==> src/rtl/rv_multicycle_ctrl.sv <==
// Multi-cycle RV32I control sequencer: FETCH/DECODE/EXECUTE/MEM/WB with memory
// req/ack handshakes, a per-wait watchdog, illegal-opcode traps and instret.
module rv_multicycle_ctrl #(
  parameter int TIMEOUT_CYCLES = 16,
  parameter bit SUPPORT_FENCE  = 1'b1,
  parameter int CNT_W          = 32
) (
  input  logic             clk,
  input  logic             rst_n,
  input  logic [6:0]       opcode,
  input  logic             branch_taken,
  input  logic             imem_ack,
  input  logic             dmem_ack,
  output logic             imem_req,
  output logic             ir_write,
  output logic             dmem_req,
  output logic             dmem_we,
  output logic [2:0]       immediate_control,
  output logic [1:0]       alu_operation,
  output logic             alu_src1,
  output logic             alu_src2,
  output logic             reg_write,
  output logic [1:0]       wb_sel,
  output logic             pc_write,
  output logic [1:0]       pc_src,
  output logic             is_rtype,
  output logic             trap,
  output logic [1:0]       trap_cause,
  output logic             retire,
  output logic [CNT_W-1:0] instret,
  output logic [2:0]       state_o
);

  localparam int WD_W = (TIMEOUT_CYCLES > 0) ? $clog2(TIMEOUT_CYCLES + 1) : 1;

  typedef enum logic [2:0] {
    S_IDLE = 3'd0, S_FETCH = 3'd1, S_DECODE = 3'd2, S_EXECUTE = 3'd3,
    S_MEM = 3'd4, S_WB = 3'd5, S_TRAP = 3'd6
  } state_e;

  typedef enum logic [3:0] {
    C_NONE, C_R, C_IARITH, C_LOAD, C_STORE, C_BRANCH, C_JAL, C_JALR,
    C_LUI, C_AUIPC, C_FENCE, C_ILLEGAL
  } class_e;

  state_e           state_q, state_d;
  class_e           class_q, class_d;
  logic [WD_W-1:0]  wdog_q, wdog_d;
  logic [1:0]       cause_q, cause_d;
  logic [CNT_W-1:0] instret_q, instret_d;
  logic             wd_expired;

  function automatic class_e decode_class(input logic [6:0] op);
    case (op)
      7'b0110011: decode_class = C_R;
      7'b0010011: decode_class = C_IARITH;
      7'b0000011: decode_class = C_LOAD;
      7'b0100011: decode_class = C_STORE;
      7'b1100011: decode_class = C_BRANCH;
      7'b1101111: decode_class = C_JAL;
      7'b1100111: decode_class = C_JALR;
      7'b0110111: decode_class = C_LUI;
      7'b0010111: decode_class = C_AUIPC;
      7'b0001111: decode_class = SUPPORT_FENCE ? C_FENCE : C_ILLEGAL;
      default:    decode_class = C_ILLEGAL;
    endcase
  endfunction

  assign wd_expired = (TIMEOUT_CYCLES != 0) && (wdog_q == WD_W'(TIMEOUT_CYCLES - 1));

  // The watchdog defaults to zero so every state change re-arms it for the next wait.
  always_comb begin
    state_d           = state_q;
    class_d           = class_q;
    wdog_d            = '0;
    cause_d           = cause_q;
    imem_req          = 1'b0;
    ir_write          = 1'b0;
    dmem_req          = 1'b0;
    dmem_we           = 1'b0;
    immediate_control = 3'd0;
    alu_operation     = 2'd0;
    alu_src1          = 1'b0;
    alu_src2          = 1'b0;
    reg_write         = 1'b0;
    wb_sel            = 2'd0;
    pc_write          = 1'b0;
    pc_src            = 2'd0;
    is_rtype          = 1'b0;
    trap              = 1'b0;
    retire            = 1'b0;
    case (state_q)
      S_IDLE: state_d = S_FETCH;
      S_FETCH: begin
        imem_req = 1'b1;
        if (imem_ack) begin
          ir_write = 1'b1;
          state_d  = S_DECODE;
        end else if (wd_expired) begin
          state_d = S_TRAP;
          cause_d = 2'd2;
        end else if (TIMEOUT_CYCLES != 0) begin
          wdog_d = wdog_q + WD_W'(1);
        end
      end
      S_DECODE: begin
        class_d = decode_class(opcode);
        if (class_d == C_ILLEGAL) begin
          state_d = S_TRAP;
          cause_d = 2'd1;
        end else if (class_d == C_LUI || class_d == C_JAL || class_d == C_FENCE) begin
          state_d = S_WB;
        end else begin
          state_d = S_EXECUTE;
        end
      end
      S_EXECUTE: begin
        state_d = S_WB;
        case (class_q)
          C_R: begin
            alu_operation = 2'd3;
            is_rtype      = 1'b1;
          end
          C_IARITH: begin
            alu_operation     = 2'd3;
            immediate_control = 3'd1;
            alu_src2          = 1'b1;
          end
          C_LOAD, C_STORE: begin
            alu_operation     = 2'd2;
            immediate_control = (class_q == C_STORE) ? 3'd2 : 3'd1;
            alu_src2          = 1'b1;
            state_d           = S_MEM;
          end
          C_AUIPC: begin
            alu_operation     = 2'd2;
            immediate_control = 3'd4;
            alu_src1          = 1'b1;
            alu_src2          = 1'b1;
          end
          C_JALR: begin
            alu_operation     = 2'd2;
            immediate_control = 3'd1;
            alu_src2          = 1'b1;
          end
          C_BRANCH: begin
            alu_operation     = 2'd1;
            immediate_control = 3'd3;
            pc_write          = 1'b1;
            pc_src            = branch_taken ? 2'd1 : 2'd0;
            retire            = 1'b1;
            state_d           = S_FETCH;
          end
          default: ;
        endcase
      end
      S_MEM: begin
        dmem_req = 1'b1;
        dmem_we  = (class_q == C_STORE);
        if (dmem_ack) begin
          if (class_q == C_STORE) begin
            pc_write = 1'b1;
            retire   = 1'b1;
            state_d  = S_FETCH;
          end else begin
            state_d = S_WB;
          end
        end else if (wd_expired) begin
          state_d = S_TRAP;
          cause_d = 2'd3;
        end else if (TIMEOUT_CYCLES != 0) begin
          wdog_d = wdog_q + WD_W'(1);
        end
      end
      S_WB: begin
        pc_write = 1'b1;
        retire   = 1'b1;
        state_d  = S_FETCH;
        case (class_q)
          C_R, C_IARITH, C_AUIPC: reg_write = 1'b1;
          C_LOAD: begin
            reg_write = 1'b1;
            wb_sel    = 2'd1;
          end
          C_LUI: begin
            reg_write         = 1'b1;
            wb_sel            = 2'd3;
            immediate_control = 3'd4;
          end
          C_JAL: begin
            reg_write         = 1'b1;
            wb_sel            = 2'd2;
            immediate_control = 3'd5;
            pc_src            = 2'd1;
          end
          C_JALR: begin
            reg_write = 1'b1;
            wb_sel    = 2'd2;
            pc_src    = 2'd2;
          end
          default: ;
        endcase
      end
      S_TRAP: begin
        trap     = 1'b1;
        pc_write = 1'b1;
        pc_src   = 2'd3;
        state_d  = S_FETCH;
      end
      default: state_d = S_IDLE;
    endcase
    instret_d = instret_q + CNT_W'(retire);
  end

  always_ff @(posedge clk or negedge rst_n) begin
    if (!rst_n) begin
      state_q   <= S_IDLE;
      class_q   <= C_NONE;
      wdog_q    <= '0;
      cause_q   <= 2'd0;
      instret_q <= '0;
    end else begin
      state_q   <= state_d;
      class_q   <= class_d;
      wdog_q    <= wdog_d;
      cause_q   <= cause_d;
      instret_q <= instret_d;
    end
  end

  assign trap_cause = cause_q;
  assign instret    = instret_q;
  assign state_o    = state_q;

endmodule

==> config.mk <==
export PLATFORM = sky130hd
export DESIGN_NAME = rv_multicycle_ctrl
export DESIGN_NICKNAME = d
export VERILOG_FILES = /design/src/rtl/rv_multicycle_ctrl.sv
export SDC_FILE = /design/constraint.sdc
export NUM_CORES = 1
export LEC_CHECK = 0
export BUFFER_PORTS_ARGS = -buffer_cell sky130_fd_sc_hd__buf_2
export CAP_MARGIN = 10
export CORE_MARGIN = 10
export CORE_UTILIZATION = 46
export DETAILED_ROUTE_END_ITERATION = 7
export PLACE_DENSITY = 0.71
export SLEW_MARGIN = 20
export SYNTH_ARGS = -nofsm -noshare
export SYNTH_HDL_FRONTEND = slang
export SYNTH_SLANG_ARGS = --single-unit
==> constraint.sdc <==
create_clock -name clk -period 3.1 [get_ports clk]
set_clock_uncertainty 0.05 [all_clocks]
set_input_delay 0.31 -clock clk [delete_from_list [all_inputs] [get_ports clk]]
set_output_delay 0.31 -clock clk [all_outputs]
set_load 0.03 [all_outputs]
== Word level (Yosys, flattened, before mapping) ==
Cells that the tools add are included.

* Shift-type cells: 0
* $mul: 0
* Add/subtract/negate cells: 2
* Divide/modulo/power cells: 0
* Bitwise operators: 0
* $lt $le $gt $ge: 0
* Equality and inequality tests: 35
* Multiplexer cells: 51
* Reduce and logical (&&, ||, !) cells: 14

{| class="wikitable"
|+ Operators with widths
! cell !! number
|-
| case mux 4 bit (10 select lines) || 1
|-
| adder 32 x 1 -> 32 bit || 1
|-
| case mux 2 bit (3 select lines) || 4
|-
| == test 7 x 6 -> 1 bit, second input constant || 3
|-
| == test 7 bit, second input constant || 3
|-
| == test 4 x 3 -> 1 bit, second input constant || 5
|-
| == test 4 bit, second input constant || 5
|-
| two-way mux 1 bit || 19
|-
| two-way mux 3 bit || 6
|-
| case mux 3 bit (2 select lines) || 3
|-
| two-way mux 2 bit || 8
|-
| two-way mux 5 bit || 3
|-
| case mux 3 bit (5 select lines) || 1
|-
| == test 7 x 5 -> 1 bit, second input constant || 2
|-
| case mux 3 bit (4 select lines) || 1
|-
| != test 2 bit, second input constant || 5
|-
| case mux 5 bit (2 select lines) || 1
|-
| OR reduction 2 bit || 5
|-
| == test 3 bit, second input constant || 3
|-
| == test 4 x 2 -> 1 bit, second input constant || 2
|-
| == test 7 x 2 -> 1 bit, second input constant || 1
|-
| == test 7 x 4 -> 1 bit, second input constant || 1
|-
| OR reduction 7 bit || 1
|-
| == test 3 x 2 -> 1 bit, second input constant || 2
|-
| 14 further kinds || 16
|}

* RAM bits: 0
* Output and inout bits: 57
* Bits in read-only memories: 0
* Word-level logic and storage cells: 107
* Memories kept: 0
* Bits in latches: 0
* Register bits after elaboration: 46

== Logic depth before layout (Yosys ltp) ==
Gate-level depths: netlist of run 1.

* Word-level depth: 9
* Mapped depth: 10
* Mapped depth without buffers: 10

== Least setup slack after synthesis of run 1 ==
OpenSTA, ideal clock, no wires.

* Path kind: flip-flop to flip-flop
* Start: reg state_q[1] (netlist: state_o[1])
* End: reg instret_q[28] (netlist: instret[28])
* Setup time: 0.134 ns
* Cell stages (with the launch flop): 11
* Slack: -0.894 ns
* Buffers on the path: 1
* Arrival time: 3.810 ns
* Required time: 2.916 ns
* Cell sequence: dfrtp_1 > clkbuf_1 > nor4b_1 > nand2_1 > o211ai_1 > ha_1 > ha_1 > nand4_1 > nor4_2 > nand4_1 > xnor2_1

* Word-level cells in the longest chain between the ends: 3
* Elaborated cells between the ends (all ways): 5

{| class="wikitable"
|+ RTL lines
! item !! line !! source
|-
| start, declared || 46 || <nowiki>state_e state_q, state_d;</nowiki>
|-
| start signal, assigned || 223 || <nowiki>state_q <= state_d;</nowiki>
|-
| == test 3 bit or == test 3 x 2 -> 1 bit (tied branches) || 92 || <nowiki>case (state_q)</nowiki>
|-
| case mux 1 bit (3 select lines) * || 92 ||
|-
| net retire || 29 || <nowiki>output logic retire,</nowiki>
|-
| adder 32 x 1 -> 32 bit * || 212 || <nowiki>instret_d = instret_q + CNT_W'(retire);</nowiki>
|-
| net instret_d[28] || 50 || <nowiki>logic [CNT_W-1:0] instret_q, instret_d;</nowiki>
|-
| end signal, assigned || 227 || <nowiki>instret_q <= instret_d;</nowiki>
|-
| end, declared || 50 ||
|}

Mark *: on every way through the listed nets, which the timed path passes. The rest lies on a longest branch.
A chain may end at the register's enable or synchronous reset.

== Final worst setup path of run 1 ==
* Start: reg state_q[2] (netlist: state_o[2])
* End: reg instret_q[14] (netlist: instret[14])

* Word-level cells in the longest chain between the ends: 3
* Elaborated cells between the ends (all ways): 5

{| class="wikitable"
|+ RTL lines
! item !! line
|-
| == test 3 bit or == test 3 x 2 -> 1 bit (tied branches) || 92
|-
| case mux 1 bit (3 select lines) * || 92
|-
| adder 32 x 1 -> 32 bit * || 212
|-
| net instret_d[14] || 50
|}

Marked as above.

==> results.py, run 1 <==
metrics = {
    "layout": {
        "multi_input_comb_area_mm2": 0.00143,
        "antenna-diode-count": 0,
        "sequential_cell_area_mm2": 0.00115,
        "mostFrequentLayoutCells": "67 x sky130_fd_sc_hd__buf_2, 43 x sky130_fd_sc_hd__dfrtp_1, 28 x sky130_fd_sc_hd__nor2_1",
        "fillerInstances": 494,
        "nNetsFinal": 361,
        "mostFrequentLayoutCell": "sky130_fd_sc_hd__buf_2",
        "fraction_of_final_layout_cells_sized_beyond_drive_strength_1_pct": 27.4,
        "signed_area_change_from_the_synthesized_netlist_to_the_final_layout_pct": 21.7,
    },
    "yosys": {
        "yosys.area.top_type": "sky130_fd_sc_hd__dfrtp_1",
        "post_synth_main_area_contributors": "sky130_fd_sc_hd__dfrtp_1 44%, sky130_fd_sc_hd__xnor2_1 9.0%, sky130_fd_sc_hd__nor2_1 4.0%",
        "number_of_flops_mapped_to_enable_cells_by_yosys": 0,
        "synth.cell_area_mm2": 0.00262,
        "synth_cells": 276,
        "synth.yosys.seq_area_share_pct": 44.0,
        "synth.ff_latch_count": 46,
        "yosys_cell_types": 50,
        "syn-num-nets": 291,
        "postSynth.topFlopCell": "sky130_fd_sc_hd__dfrtp_1",
        "synthDominantCellAreaShare_pct": 44.0,
        "ys_warn_count": 0,
        "synth-async-reset-ratio_pct": 100,
        "synth_area_per_cell_um2": 9.48,
    },
    "worst_setup_path": {
        "critical_path.startpoint_type": "register",
        "crit_slowest_cell": "sky130_fd_sc_hd__dfrtp_2",
        "worst-endpoint-required_ns": 3.28,
        "critical_path.n_buffers_inverters": 0,
        "worstSetupPathType": "register to register",
        "critical_path.startpoint": "state_o[2]",
        "worstPathArrival_ns": 2.92,
        "cp_top_family": "simple AND/OR/NAND/NOR gates",
        "cpPeakStageDelay_ns": 0.51,
        "worst_r2r_startpoint": "state_o[2]",
        "cp_cell_sequence": "and3b_1 > nand2_1 > o211ai_1 > ha_2 > ha_1 > nand4_1 > nor3_2 > and4_1 > xor2_1",
        "cp-end-kind": "register",
        "critical_path_peak_fanout": 16,
    },
    "status": {
        "status": "complete, no violations",
    },
    "floorplan": {
        "core-area_mm2": 0.00551,
        "rows": 27,
        "initial_core_util_pct": 47.5,
        "dieArea_mm2": 0.00911,
        "die_width_um": 95.4,
        "top_level_ports": 69,
        "die_y_um": 95.4,
    },
    "routing": {
        "routedWlPerCell_um": 15.3,
        "drc_violations_left": 0,
        "drt.antenna.violating_nets": 0,
        "first_iter_violations": 136,
        "detail_route.vias_per_cell": 5.44,
        "num_vias": 2278,
        "dr.pass1.iters": 4,
        "finalWirelength_um": 6390,
    },
    "grt": {
        "grt_util_all_layers_pct": 14.3,
        "overflow": 0,
        "grt_max_degree": 47,
        "grt_antenna_before_repair": 0,
        "grt_pass1_wl_um": 10500,
        "vias_in_the_first_global_route": 2073,
    },
    "clock_tree": {
        "clock_tree_root_buffer_cell": "sky130_fd_sc_hd__clkbuf_8",
        "insertion_delay_of_the_later_clocked_pin_in_the_worst_skew_pair_ns": 0.30,
        "h-tree-depth": 2,
        "path_clk_slew_ns": 0.09,
        "inserted_clock_buffers": 5,
        "cts-root-to-sink-buffers": 2,
        "clkSinkCount": 46,
        "cts_tree": "built",
    },
    "power_and_ir_drop": {
        "worst_ir_drop_vdd_mv": 0.396,
        "total_leakage_power_nw": 1.51,
        "report.power.total_mw": 2.32,
        "power_density_normalized_to_cell_area_mw_per_mm2": 728,
    },
    "run": {
        "max-cap-violations": 0,
    },
    "sta": {
        "setup_viol": 0,
        "timing.fmax_mhz": 364,
        "rsz0062_at_grt": "no",
        "setup_tns_after_final_layout_ns": 0,
        "timing.hold.ws_ns": 0.310,
        "maxSlewViolCount": 0,
        "timing_worst_slew_pin_value_ns": 0.601,
        "fin_crit_share_pct": 88.5,
        "finalHoldViolCount": 0,
        "period_needed_ns": 2.74,
        "slew_headroom_pct": 58.9,
    },
    "min_path": {
        "worst_hold_startpoint": "imem_ack",
        "hold_path.class": "primary input to register",
    },
    "place": {
        "post-dp-hpwl_um": 4890,
        "place.port_buffers": 68,
        "place_congestion": 0.852,
    },
}
[repair_timing]
item / CTS / global route
setup endpoints to repair: 0 / 0
hold buffers: 0 / 1
setup buffers: 0 / 0
gates resized for setup: 0 / 0
endpoints found under the hold margin: 0 / 9
[metal layers]
| layer | part of all wire [%] | GRT usage [%] | vias to the layer above | routed length (um) |
|---|---|---|---|---|
| li1 | - | - | 1132 | - |
| met1 | 44 | 18.9 | 1085 | 2820 |
| met2 | 48 | 22.2 | 56 | 3040 |
| met3 | 7.1 | 4.01 | 5 | 455 |
| met4 | 1.1 | 4.55 | 0 | 72 |
| met5 | 0 | 0 | - | 0 |
[logic make-up after synthesis]
family,count (synthesis),synth area share [%]
AND/OR/NAND/NOR,134,29.1
multiplexers,1,0.382
XOR/XNOR,34,11.4
AO/OA/AOI/OAI,43,11.3
flip-flops,46,44.0
buffers and inverters,15,2.39
adder cells (fa/ha/maj),3,1.43
[sequential cells by signal, indices dropped and copies added, names as in the netlist]
| signal | flops |
|---|---|
| instret | 32 |
| class_q | 4 |
| wdog_q | 5 |
| state_o | 3 |
| trap_cause | 2 |
[path summary, 6_finish.rpt]
path	to	slack (ns)	cells after the start
setup / recovery	instret[14]	0.36	9
hold / removal	trap_cause[0]	0.31	3
setup reg to reg	instret[14]	0.36	9
hold reg to reg	instret[31]	0.42	1
max in group asynchronous	state_o[2]	2.08	2
min in group asynchronous	instret[13]	0.50	2
[synth_stat cells (2+ instances only)]
master,count
sky130_fd_sc_hd__nand4_1,10
sky130_fd_sc_hd__o211ai_1,2
sky130_fd_sc_hd__nand3b_1,4
sky130_fd_sc_hd__ha_1,3
sky130_fd_sc_hd__or3_1,2
sky130_fd_sc_hd__a32oi_1,2
sky130_fd_sc_hd__o21ai_0,7
sky130_fd_sc_hd__nand2b_1,9
sky130_fd_sc_hd__a21oi_1,9
sky130_fd_sc_hd__a21o_1,2
sky130_fd_sc_hd__xor2_1,7
sky130_fd_sc_hd__nor3_1,11
sky130_fd_sc_hd__nand4b_1,2
sky130_fd_sc_hd__dfrtp_1,46
sky130_fd_sc_hd__clkbuf_1,5
sky130_fd_sc_hd__buf_2,5
sky130_fd_sc_hd__nor3_2,2
sky130_fd_sc_hd__xnor2_1,27
sky130_fd_sc_hd__inv_1,5
sky130_fd_sc_hd__or3b_2,2
sky130_fd_sc_hd__nor4_2,2
sky130_fd_sc_hd__a2111oi_0,2
sky130_fd_sc_hd__nand2_1,22
sky130_fd_sc_hd__o31ai_1,2
sky130_fd_sc_hd__nor2_1,28
sky130_fd_sc_hd__nor3b_1,2
sky130_fd_sc_hd__and3_1,5
sky130_fd_sc_hd__and4_1,3
sky130_fd_sc_hd__o22ai_1,3
sky130_fd_sc_hd__a211o_1,3
sky130_fd_sc_hd__nand3_1,17
sky130_fd_sc_hd__nor2b_1,7
[power by group]
group | switching [mW] | total [mW] | leakage, nW | internal [mW]
Combinational | 0.675 | 1.02 | 0.860 | 0.349
Sequential | 0.153 | 0.857 | 0.602 | 0.704
Clock | 0.198 | 0.439 | 0.0514 | 0.241
[final cells by class]
class,instances,share of cell area (%)
multi-input combinational,215,44.9
sequential,46,36.3
timing repair buffer,73,12.0
clock inverter,2,1.18
tap,72,2.83
clock buffer,6,2.28
inverter,5,0.589
[worst register-to-register path, stage by stage, from the launching register on]
cell and delay [ns]:
sky130_fd_sc_hd__dfrtp_2 0.51, sky130_fd_sc_hd__and3b_1 0.30, sky130_fd_sc_hd__nand2_1 0.12, sky130_fd_sc_hd__o211ai_1 0.26
sky130_fd_sc_hd__ha_2 0.26, sky130_fd_sc_hd__ha_1 0.20, sky130_fd_sc_hd__nand4_1 0.21, sky130_fd_sc_hd__nor3_2 0.37
sky130_fd_sc_hd__and4_1 0.26, sky130_fd_sc_hd__xor2_1 0.14
[stage by stage]
stage          utilization, %  instance area, um^2  setup WS (ns)  cells
6_report                 57.9                 3190          0.356    419
5_1_grt                  57.9                 3190         0.0860    419
4_1_cts                  57.6                 3170          0.328    418
3_5_place_dp             55.6                 3060          0.326    410
3_3_place_gp             55.6                 3060          0.418    410
2_1_floorplan               -                 2650        0.00193    276
Note: power is estimated with default switching activity, not from simulation.
==> inputs of run 2 (changes only) <==
Settings changed: ABC_AREA set to 1, PLACE_DENSITY 0.71 to 0.7.
Clock period 3.1 ns to 3.4 ns, I/O delays scaled along.
==> run 2 against run 1 <==
- the run now ends with negative hold slack left
- fmax fell by 3.3%
- critical path type unchanged
- combinational power fell by 21%
- clock-buffer cell count did not move
- critical path depth rose by 11
==> results.py, run 2 <==
metrics = {
    "grt": {
        "grt_antenna_before_repair": 0,
        "vias_in_the_first_global_route": 2523,
        "grt_util_all_layers_pct": 15.1,
        "overflow": 0,
        "grt_max_degree": 47,
        "grt_pass1_wl_um": 12300,
    },
    "worst_setup_path": {
        "worst-endpoint-required_ns": 3.53,
        "cp_cell_sequence": "inv_1 > nor2_1 > nand2_1 > nor2_1 > inv_1 > nor2_1 > nand2_1 > o21ai_1 > inv_1 > nand2_1 > ha_1 > ha_1 > nand3_2 > nor2_4 > nand2_2 > nor2_2 > nand2_2 > nor2_4 > nand2_2 > xnor2_1",
        "cp-end-kind": "register",
        "worst-r2r-setup-slack_ns": 0.56,
        "critical_path.startpoint_type": "register",
        "worstReg2RegEnd": "instret[20]",
        "worstPathArrival_ns": 2.97,
        "critical_path_peak_fanout": 6,
        "cp_top_family": "simple AND/OR/NAND/NOR gates",
        "worstSetupPathType": "register to register",
        "cpPeakStageDelay_ns": 0.36,
        "ff2ff_path_depth": 20,
        "worst_r2r_startpoint": "class_q[2]",
        "path_depth": 20,
        "crit_slowest_cell": "sky130_fd_sc_hd__dfrtp_1",
        "critical_path.n_buffers_inverters": 3,
    },
    "place": {
        "dpl_cell_area_mm2": 0.00324,
        "place.port_buffers": 68,
        "post-dp-hpwl_um": 6020,
        "placedCellCount": 499,
        "place_congestion": 0.939,
        "placement.setup.worst_slack_ns": 0.590,
    },
    "layout": {
        "multi_input_comb_area_mm2": 0.00147,
        "fraction_of_final_layout_cells_sized_beyond_drive_strength_1_pct": 24.8,
        "mostFrequentLayoutCells": "72 x sky130_fd_sc_hd__nand2_1, 67 x sky130_fd_sc_hd__buf_2, 47 x sky130_fd_sc_hd__nor2_1",
        "largest_register_ffs": 32,
        "mostFrequentLayoutCell": "sky130_fd_sc_hd__nand2_1",
        "sequential_cell_area_mm2": 0.00115,
        "antenna-diode-count": 0,
        "fillerInstances": 571,
        "nNetsFinal": 446,
        "layout.cells.non_filler": 507,
        "signed_area_change_from_the_synthesized_netlist_to_the_final_layout_pct": 19.6,
        "final_area_mm2": 0.00336,
    },
    "clock_tree": {
        "path_clk_slew_ns": 0.09,
        "h-tree-depth": 2,
        "cts-root-to-sink-buffers": 2,
        "clkSinkCount": 46,
        "postCtsHoldBufs": 0,
        "insertion_delay_of_the_later_clocked_pin_in_the_worst_skew_pair_ns": 0.29,
        "cts_setup_buffers": 0,
        "inserted_clock_buffers": 5,
        "cts_tree": "built",
        "cts-resized-gates": 0,
        "clock_tree_root_buffer_cell": "sky130_fd_sc_hd__clkbuf_8",
    },
    "floorplan": {
        "initial_core_util_pct": 47.4,
        "core-area_mm2": 0.00592,
        "top_level_ports": 69,
        "die_width_um": 98.1,
        "dieArea_mm2": 0.00963,
        "die_y_um": 98.1,
        "rows": 28,
    },
    "sta": {
        "rsz0062_at_grt": "no",
        "finalHoldViolCount": 12,
        "fin_crit_share_pct": 83.5,
        "postLayoutSetupSlackWorst_ns": 0.561,
        "timing.hold.ws_ns": -0.00447,
        "setup_tns_after_final_layout_ns": 0,
        "period_needed_ns": 2.84,
        "maxSlewViolCount": 0,
        "setup_viol": 0,
        "timing.fmax_mhz": 352,
        "slew_headroom_pct": 60.1,
        "timing_worst_slew_pin_value_ns": 0.599,
    },
    "power_and_ir_drop": {
        "power_density_normalized_to_cell_area_mw_per_mm2": 588,
        "total_leakage_power_nw": 1.80,
        "worst_ir_drop_vdd_mv": 0.434,
        "report.power.total_mw": 1.97,
    },
    "yosys": {
        "postSynth.topFlopCell": "sky130_fd_sc_hd__dfrtp_1",
        "post_synth_main_area_contributors": "sky130_fd_sc_hd__dfrtp_1 41%, sky130_fd_sc_hd__nand2_1 9.6%, sky130_fd_sc_hd__nor2_1 6.3%",
        "number_of_flops_mapped_to_enable_cells_by_yosys": 0,
        "yosys_cell_types": 35,
        "synth-async-reset-ratio_pct": 100,
        "synth.cell_area_mm2": 0.00281,
        "yosys.area.top_type": "sky130_fd_sc_hd__dfrtp_1",
        "synth.yosys.seq_area_share_pct": 41.0,
        "synth_cells": 356,
        "synth.ff_latch_count": 46,
        "ys_top_cells_by_count": "72 x sky130_fd_sc_hd__nand2_1, 47 x sky130_fd_sc_hd__nor2_1, 46 x sky130_fd_sc_hd__dfrtp_1",
        "synthDominantCellAreaShare_pct": 41.0,
        "syn-num-nets": 371,
        "synth.most_common_cell": "sky130_fd_sc_hd__nand2_1",
        "ys_warn_count": 0,
        "synth_area_per_cell_um2": 7.88,
    },
    "routing": {
        "first_iter_violations": 107,
        "dr.pass1.iters": 4,
        "detail_route.vias_per_cell": 5.16,
        "num_vias": 2618,
        "routedWlPerCell_um": 14.8,
        "drc_violations_left": 0,
        "finalWirelength_um": 7490,
        "drt.antenna.violating_nets": 0,
    },
    "status": {
        "violations": "negative hold slack",
        "status": "finished, violations left",
    },
    "min_path": {
        "hold_path.class": "primary input to asynchronous set/reset pin",
    },
    "run": {
        "max-cap-violations": 0,
    },
}
-- run 2: changes by cell type in the layout (fill, tap and decap cells not counted), sizes merged, moves of 6 or more --
cell,delta
nand2,+56
inv,+43
nor2,+28
xnor2,-16
xor2,+10
nand2b,-9
nand3,+9
nor2b,-7
o21ai,+6
-- run 2: worst max-delay path by stage --
stage,from,endpoint,slack (ns)
floorplan,state_o[1],instret[20],0.17
global placement,class_q[2],instret[20],0.53
detailed placement,class_q[2],instret[20],0.59
CTS,class_q[2],instret[20],0.57
global route,class_q[2],instret[20],0.16
finish,class_q[2],instret[20],0.56
-- run 2: final cells by class --
cell class	count	area share, %
clock buffer	6	2.16
tap	75	2.80
clock inverter	2	1.12
timing repair buffer	69	10.4
multi-input combinational	261	43.7
inverter	48	5.44
sequential	46	34.3
-- run 2: worst register-to-register path: stages (launching register included) --
cell and delay (ns):
sky130_fd_sc_hd__dfrtp_1 0.36, sky130_fd_sc_hd__inv_1 0.10, sky130_fd_sc_hd__nor2_1 0.15, sky130_fd_sc_hd__nand2_1 0.09, sky130_fd_sc_hd__nor2_1 0.13, sky130_fd_sc_hd__inv_1 0.10
sky130_fd_sc_hd__nor2_1 0.12, sky130_fd_sc_hd__nand2_1 0.09, sky130_fd_sc_hd__o21ai_1 0.09, sky130_fd_sc_hd__inv_1 0.07, sky130_fd_sc_hd__nand2_1 0.08, sky130_fd_sc_hd__ha_1 0.20
sky130_fd_sc_hd__ha_1 0.22, sky130_fd_sc_hd__nand3_2 0.16, sky130_fd_sc_hd__nor2_4 0.14, sky130_fd_sc_hd__nand2_2 0.08, sky130_fd_sc_hd__nor2_2 0.14, sky130_fd_sc_hd__nand2_2 0.08
sky130_fd_sc_hd__nor2_4 0.10, sky130_fd_sc_hd__nand2_2 0.06, sky130_fd_sc_hd__xnor2_1 0.12
-- run 2: cell families (layout without fill, tap and decap cells) --
logic type,after synthesis,count (layout),share of synthesized area [%]
xor gates and xnor gates,28,28,8.74
AOI/OAI and AO/OA,31,31,6.55
DFF,46,46,41.0
adders and majority gates,3,3,1.34
buffers and inverters,49,125,6.69
and+or+nand+nor,199,199,35.7
-- run 2: power breakdown --
group          internal, mW  switching, mW  total (mW)  leakage [nW]
registers             0.643          0.122       0.765         0.611
logic                 0.229          0.572       0.801          1.14
clock network         0.219          0.186       0.405        0.0514
-- run 2: layer usage --
layer	vias up	share of wire [%]	global-route usage [%]
li1	1307	-	-
met2	72	51	26.6
met4	0	1.2	4.47
met3	8	5.9	4.86
met1	1231	42	17.0
met5	-	0	0
-- run 2: metrics by stage --
step | utilization, % | hold slack (ns)
final | 56.7 | -0.00447
after global routing | 56.7 | 0.0387
after CTS | 56.6 | 0.216
after detailed placement | 54.8 | 0.413
after global placement | 54.8 | 0.408
after floorplan | - | -0.00559
